===== src/rtl/regfile_pkg.sv =====
// Shared sizes and source indices for the register-file writeback path.
package regfile_pkg;
  localparam int REG_W = 16;
  localparam int NREG  = 8;
  localparam int ADR_W = 3;

  localparam int SRC_ALU = 0;
  localparam int SRC_MEM = 1;

  typedef logic [ADR_W-1:0] adr_t;
  typedef logic [REG_W-1:0] data_t;
endpackage


===== src/rtl/wb_scoreboard.sv =====
// Per-register pending-write counters feeding the issue-stage hazard check.
module wb_scoreboard
  import regfile_pkg::*;
#(
  parameter int CNT_W = 2
) (
  input  logic            i_clock,
  input  logic            i_reset,
  input  logic            i_inc_en,
  input  adr_t            i_inc_adr,
  input  logic            i_dec_en,
  input  adr_t            i_dec_adr,
  output logic [NREG-1:0] o_busy,
  output logic [1:0]      o_err
);
  localparam logic [CNT_W-1:0] CNT_MAX = '1;

  logic [CNT_W-1:0] r_cnt     [NREG];
  logic [CNT_W-1:0] w_cnt_nxt [NREG];
  logic [NREG-1:0]  w_inc_hit;
  logic [NREG-1:0]  w_dec_hit;
  logic             w_ovf;
  logic             w_unf;
  logic [1:0]       r_err;

  assign w_inc_hit = i_inc_en ? (NREG'(1) << i_inc_adr) : '0;
  assign w_dec_hit = i_dec_en ? (NREG'(1) << i_dec_adr) : '0;

  // A reservation and a write to the same register cancel, so no limit is hit.
  always_comb begin
    w_ovf = 1'b0;
    w_unf = 1'b0;
    for (int r = 0; r < NREG; r++) begin
      w_cnt_nxt[r] = r_cnt[r];
      if (w_inc_hit[r] && !w_dec_hit[r]) begin
        if (r_cnt[r] == CNT_MAX) w_ovf = 1'b1;
        else                     w_cnt_nxt[r] = r_cnt[r] + CNT_W'(1);
      end else if (w_dec_hit[r] && !w_inc_hit[r]) begin
        if (r_cnt[r] == '0) w_unf = 1'b1;
        else                w_cnt_nxt[r] = r_cnt[r] - CNT_W'(1);
      end
    end
  end

  always_ff @(posedge i_clock or negedge i_reset) begin
    if (!i_reset) begin
      for (int r = 0; r < NREG; r++) r_cnt[r] <= '0;
      r_err <= 2'b00;
    end else begin
      for (int r = 0; r < NREG; r++) r_cnt[r] <= w_cnt_nxt[r];
      r_err <= r_err | {w_unf, w_ovf};
    end
  end

  always_comb begin
    o_busy = '0;
    for (int r = 0; r < NREG; r++) o_busy[r] = |r_cnt[r];
  end

  assign o_err = r_err;
endmodule


===== src/rtl/regfile_wb_arbiter.sv =====
// Round-robin arbiter sharing the register-file write port between ALU and
// load writeback, with a registered write port and pending-write scoreboard.
module regfile_wb_arbiter
  import regfile_pkg::*;
#(
  parameter int NSRC  = 2,
  parameter int CNT_W = 2
) (
  input  logic            clock,
  input  logic            reset,
  input  logic [NSRC-1:0] src_valid,
  output logic [NSRC-1:0] src_ready,
  input  logic [2:0]      src_adr0,
  input  logic [15:0]     src_data0,
  input  logic [2:0]      src_adr1,
  input  logic [15:0]     src_data1,
  input  logic            rsv_valid,
  input  logic [2:0]      rsv_adr,
  output logic            RegWrite,
  output logic [2:0]      adr_w,
  output logic [15:0]     Din,
  output logic [7:0]      busy,
  output logic [1:0]      err
);
  logic            r_reg_write;
  adr_t            r_adr_w;
  data_t           r_din;
  logic            r_last_grant;
  logic [NSRC-1:0] w_grant;
  logic            w_xfer;
  logic            w_sel;
  adr_t            w_adr;
  data_t           w_data;

  // On a tie the source that did not win last time goes first.
  always_comb begin
    w_grant = '0;
    if (src_valid[SRC_ALU] &&
        (!src_valid[SRC_MEM] || r_last_grant == 1'(SRC_MEM)))
      w_grant[SRC_ALU] = 1'b1;
    else if (src_valid[SRC_MEM])
      w_grant[SRC_MEM] = 1'b1;
  end

  assign src_ready = w_grant;
  assign w_xfer    = |w_grant;
  assign w_sel     = w_grant[SRC_MEM];
  assign w_adr     = w_sel ? src_adr1  : src_adr0;
  assign w_data    = w_sel ? src_data1 : src_data0;

  always_ff @(posedge clock or negedge reset) begin
    if (!reset) begin
      r_reg_write  <= 1'b0;
      r_adr_w      <= '0;
      r_din        <= '0;
      r_last_grant <= 1'(SRC_MEM);
    end else if (w_xfer) begin
      r_reg_write  <= 1'b1;
      r_adr_w      <= w_adr;
      r_din        <= w_data;
      r_last_grant <= w_sel;
    end else begin
      r_reg_write  <= 1'b0;
    end
  end

  assign RegWrite = r_reg_write;
  assign adr_w    = r_adr_w;
  assign Din      = r_din;

  wb_scoreboard #(
    .CNT_W (CNT_W)
  ) u_scoreboard (
    .i_clock   (clock),
    .i_reset   (reset),
    .i_inc_en  (rsv_valid),
    .i_inc_adr (rsv_adr),
    .i_dec_en  (w_xfer),
    .i_dec_adr (w_adr),
    .o_busy    (busy),
    .o_err     (err)
  );
endmodule


===== config.mk =====
export PLATFORM = sky130hd
export DESIGN_NAME = regfile_wb_arbiter
export DESIGN_NICKNAME = d
export VERILOG_FILES = /design/src/rtl/regfile_pkg.sv /design/src/rtl/wb_scoreboard.sv /design/src/rtl/regfile_wb_arbiter.sv
export SDC_FILE = /design/constraint.sdc
export NUM_CORES = 1
export LEC_CHECK = 0
export CORE_MARGIN = 2
export CORE_UTILIZATION = 51
export DETAILED_ROUTE_END_ITERATION = 6
export PLACE_DENSITY = 0.91
export SLEW_MARGIN = 5
export SYNTH_ARGS = -nofsm -noshare
export SYNTH_HDL_FRONTEND = slang
export SYNTH_HIERARCHICAL = 1
export SYNTH_SLANG_ARGS = --single-unit

===== constraint.sdc =====
create_clock -name clock -period 6.2 [get_ports clock]
set_input_delay 1.24 -clock clock [delete_from_list [all_inputs] [get_ports clock]]
set_output_delay 1.24 -clock clock [all_outputs]
set_load 0.02 [all_outputs]

==> insert_results.sql <==
INSERT INTO impl_metrics (metric_group, metric, value, unit) VALUES
('status', 'run_status', 'finished clean', ''),
('clock_network', 'numCtsBuffers', '5', ''),
('clock_network', 'worst_setup_hold_path_clk_slew', '0.08', 'ns'),
('worst_setup_path', 'worstPathMaxFanout', '21', ''),
('drt', 'drt-pass1-iter-count', '4', ''),
('worst_setup_path', 'arrival', '3.18', 'ns'),
('timing', 'tightestPinTransition', '0.854', 'ns'),
('clock_network', 'cts_sinks', '39', ''),
('placement', 'place.detailed.hpwl', '4630', 'um'),
('logic_synthesis', 'synth_area_leader_cell', 'sky130_fd_sc_hd__dfrtp_1', ''),
('final_layout', 'flow.area_growth_from_synthesis', '33.0', '%'),
('final_layout', 'antenna_cells', '0', ''),
('placement', 'place_worst_setup_slack', '1.78', 'ns'),
('logic_synthesis', 'synth.most_common_cell', 'sky130_fd_sc_hd__dfrtp_1', ''),
('timing', 'maxSlewHeadroom', '0.430', ''),
('worst_setup_path', 'startpoint_class', 'input port', ''),
('die', 'std_cell_rows', '26', ''),
('die', 'die_w', '75.7', 'um'),
('logic_synthesis', 'syn-mean-instance-area', '9.10', 'um2'),
('logic_synthesis', 'synth-edff-count', '0', ''),
('clock_network', 'postCtsSetupBuffers', '0', ''),
('drt', 'ant_nets', '0', ''),
('logic_synthesis', 'yosysWarningCount', '6', ''),
('drt', 'drc', '0', ''),
('final_layout', 'layout.nets', '421', ''),
('global_routing', 'grt_max_degree', '40', ''),
('clock_network', 'tritoncts', 'built', ''),
('drt', 'drt-wirelength-per-cell', '14.5', 'um'),
('timing', 'setup_ws', '1.78', 'ns'),
('logic_synthesis', 'synth_top_flop_cell', 'sky130_fd_sc_hd__dfrtp_1', ''),
('worst_setup_path', 'timing_worst_setup_path_type', 'input port to output port', ''),
('timing', 'period_needed', '4.42', 'ns'),
('hold_path', 'hold_class', 'register to register', ''),
('worst_setup_path', 'cpPeakStageDelay', '0.93', 'ns'),
('die', 'floorplan.die_area', '0.00573', 'mm2'),
('clock_network', 'cts-root-to-sink-buffers', '2', ''),
('drt', 'dr.first_iter.drc_count', '137', ''),
('clock_network', 'clock_insertion_delay_worst_skew', '0.30', 'ns'),
('global_routing', 'grt_first_pass_wirelength', '10300', 'um'),
('clock_network', 'cts_hold_repair.buffers', '0', ''),
('logic_synthesis', 'yosys-top-cells-area', 'sky130_fd_sc_hd__dfrtp_1 (36%), sky130_fd_sc_hd__mux2i_1 (8.4%), sky130_fd_sc_hd__ha_1 (7.6%), sky130_fd_sc_hd__o21ai_0 (5.7%), sky130_fd_sc_hd__and3_1 (4.3%)', ''),
('logic_synthesis', 'seq_area_frac_synth', '0.373', ''),
('power', 'power_per_cell_area', '221', 'mW/mm2'),
('die', 'chipHeight', '75.7', 'um'),
('clock_network', 'post_cts_resize_count', '0', ''),
('drt', 'vias', '2405', ''),
('worst_setup_path', 'endpoint_kind', 'output port', ''),
('placement', 'place.gp.congestion', '0.794', ''),
('logic_synthesis', 'synth.ff_latch_count', '39', ''),
('logic_synthesis', 'netlist.area_leader.share', '0.363', ''),
('clock_network', 'htree_num_levels', '2', ''),
('final_layout', 'final_area', '0.00348', 'mm2'),
('placement', 'detailed_place.area', '0.00340', 'mm2'),
('global_routing', 'grt_overflow_total', '0', ''),
('timing', 'hold_violations', '0', ''),
('worst_setup_path', 'cp_data_required_time', '4.96', 'ns'),
('power', 'power_leakage', '1.64', 'nW'),
('drt', 'routed_via_density', '5.59', ''),
('job', 'cap_violations', '0', ''),
('clock_network', 'root_buffer', 'sky130_fd_sc_hd__clkbuf_8', ''),
('placement', 'io_buffers', '77', ''),
('timing', 'timing.final.max_slew_violations', '0', ''),
('logic_synthesis', 'asyncSetResetFlopFracSynth', '1.00', ''),
('worst_setup_path', 'cells_along_the_critical_path', 'clkdlybuf4s50_1, a21bo_1, inv_1, clkdlybuf4s50_1', ''),
('global_routing', 'number_of_global_route_vias_before_repair', '2249', ''),
('logic_synthesis', 'syn-instance-count', '288', ''),
('timing', 'final_clock_skew', '0.00891', 'ns'),
('logic_synthesis', 'synth_fp_nets', '350', ''),
('drt', 'wirelength', '6240', 'um'),
('worst_setup_path', 'path_common_cell', 'sky130_fd_sc_hd__clkdlybuf4s50_1', ''),
('global_routing', 'grt_antenna_before_repair', '0', '');
-- state kept, by name (all words and copies together) (netlist names) --
name and flops:
adr_w 3, RegWrite 1, r_last_grant 1, u_scoreboard/r_cnt 16, u_scoreboard/o_err 2, Din 16
-- through the flow --
stage / instances / hold slack [ns] / total power (W) / util
2_1_floorplan: 288 / 0.499 / 0.000480 / -
3_3_place_gp: 422 / 0.509 / 0.000593 / 0.674
3_5_place_dp: 422 / 0.526 / 0.000601 / 0.674
4_1_cts: 430 / 0.538 / 0.000771 / 0.691
5_1_grt: 430 / 0.569 / 0.000814 / 0.691
6_report: 430 / 0.538 / 0.000769 / 0.691
-- area by class of cell --
cell class,count,area [um2]
fill,411,1560
multi-input combinational,214,1480
sequential,39,977
timing repair buffer,79,781
tap,70,87.6
inverter,20,75.1
clock buffer,6,72.6
clock inverter,2,12.5
-- worst paths after layout --
kind,from,to,slack (ns),cells past startpoint
max,src_valid[0],src_ready[1],1.78,4
min in group asynchronous,reset,u_scoreboard/r_cnt[1],1.04,1
max in group asynchronous,reset,Din[11],4.61,1
min reg2reg,u_scoreboard/r_cnt[0],u_scoreboard/r_cnt[0],0.54,1
max reg2reg,r_last_grant,u_scoreboard/o_err[1],3.50,8
min,u_scoreboard/r_cnt[0],u_scoreboard/r_cnt[0],0.54,1
-- routing by layer --
| metal | wire (um) | track usage |
|---|---|---|
| met5 | 0 | 0 |
| met1 | 2670 | 0.313 |
| met3 | 371 | 0.0582 |
| met4 | 85 | 0.0663 |
| met2 | 3100 | 0.383 |
-- logic make-up after synthesis --
logic type      after synthesis  synth area share
simple gates                100             0.216
compound gates               71             0.160
flops                        39             0.373
buf+inv                      35            0.0630
mux                          26             0.107
fa+ha+maj                    17            0.0807
-- where the power goes --
group	internal, W	switching, W
Combinational	0.000139	0.000124
Sequential	0.000293	0.0000415
Clock	0.0000787	0.0000931
Total	0.000511	0.000259
-- worst max-delay path, delay by kind of cell --
| kind | cells | cell delay, ns |
|---|---|---|
| AOI/OAI and AO/OA | 1 | 0.38 |
| buffers and inverters | 3 | 1.54 |
-- placed cells by master, fill, tap and decap left out, types with 3 or more instances in the layout --
| master | instances |
|---|---|
| sky130_fd_sc_hd__clkbuf_8 | 5 |
| sky130_fd_sc_hd__a31oi_1 | 17 |
| sky130_fd_sc_hd__nand4_1 | 3 |
| sky130_fd_sc_hd__o21bai_1 | 4 |
| sky130_fd_sc_hd__mux2i_1 | 22 |
| sky130_fd_sc_hd__dfrtp_1 | 38 |
| sky130_fd_sc_hd__nor2_1 | 10 |
| sky130_fd_sc_hd__nor2b_1 | 18 |
| sky130_fd_sc_hd__nand2_1 | 13 |
| sky130_fd_sc_hd__mux2_4 | 4 |
| sky130_fd_sc_hd__and3_1 | 18 |
| sky130_fd_sc_hd__o22ai_1 | 3 |
| sky130_fd_sc_hd__nand3_1 | 16 |
| sky130_fd_sc_hd__ha_1 | 16 |
| sky130_fd_sc_hd__a211oi_1 | 3 |
| sky130_fd_sc_hd__clkdlybuf4s50_1 | 76 |
| sky130_fd_sc_hd__or2_2 | 9 |
| sky130_fd_sc_hd__nor4b_1 | 8 |
| sky130_fd_sc_hd__inv_1 | 19 |
| sky130_fd_sc_hd__o21ai_0 | 30 |
| sky130_fd_sc_hd__a21oi_1 | 5 |
No activity file was read; power rests on OpenSTA's default activity.
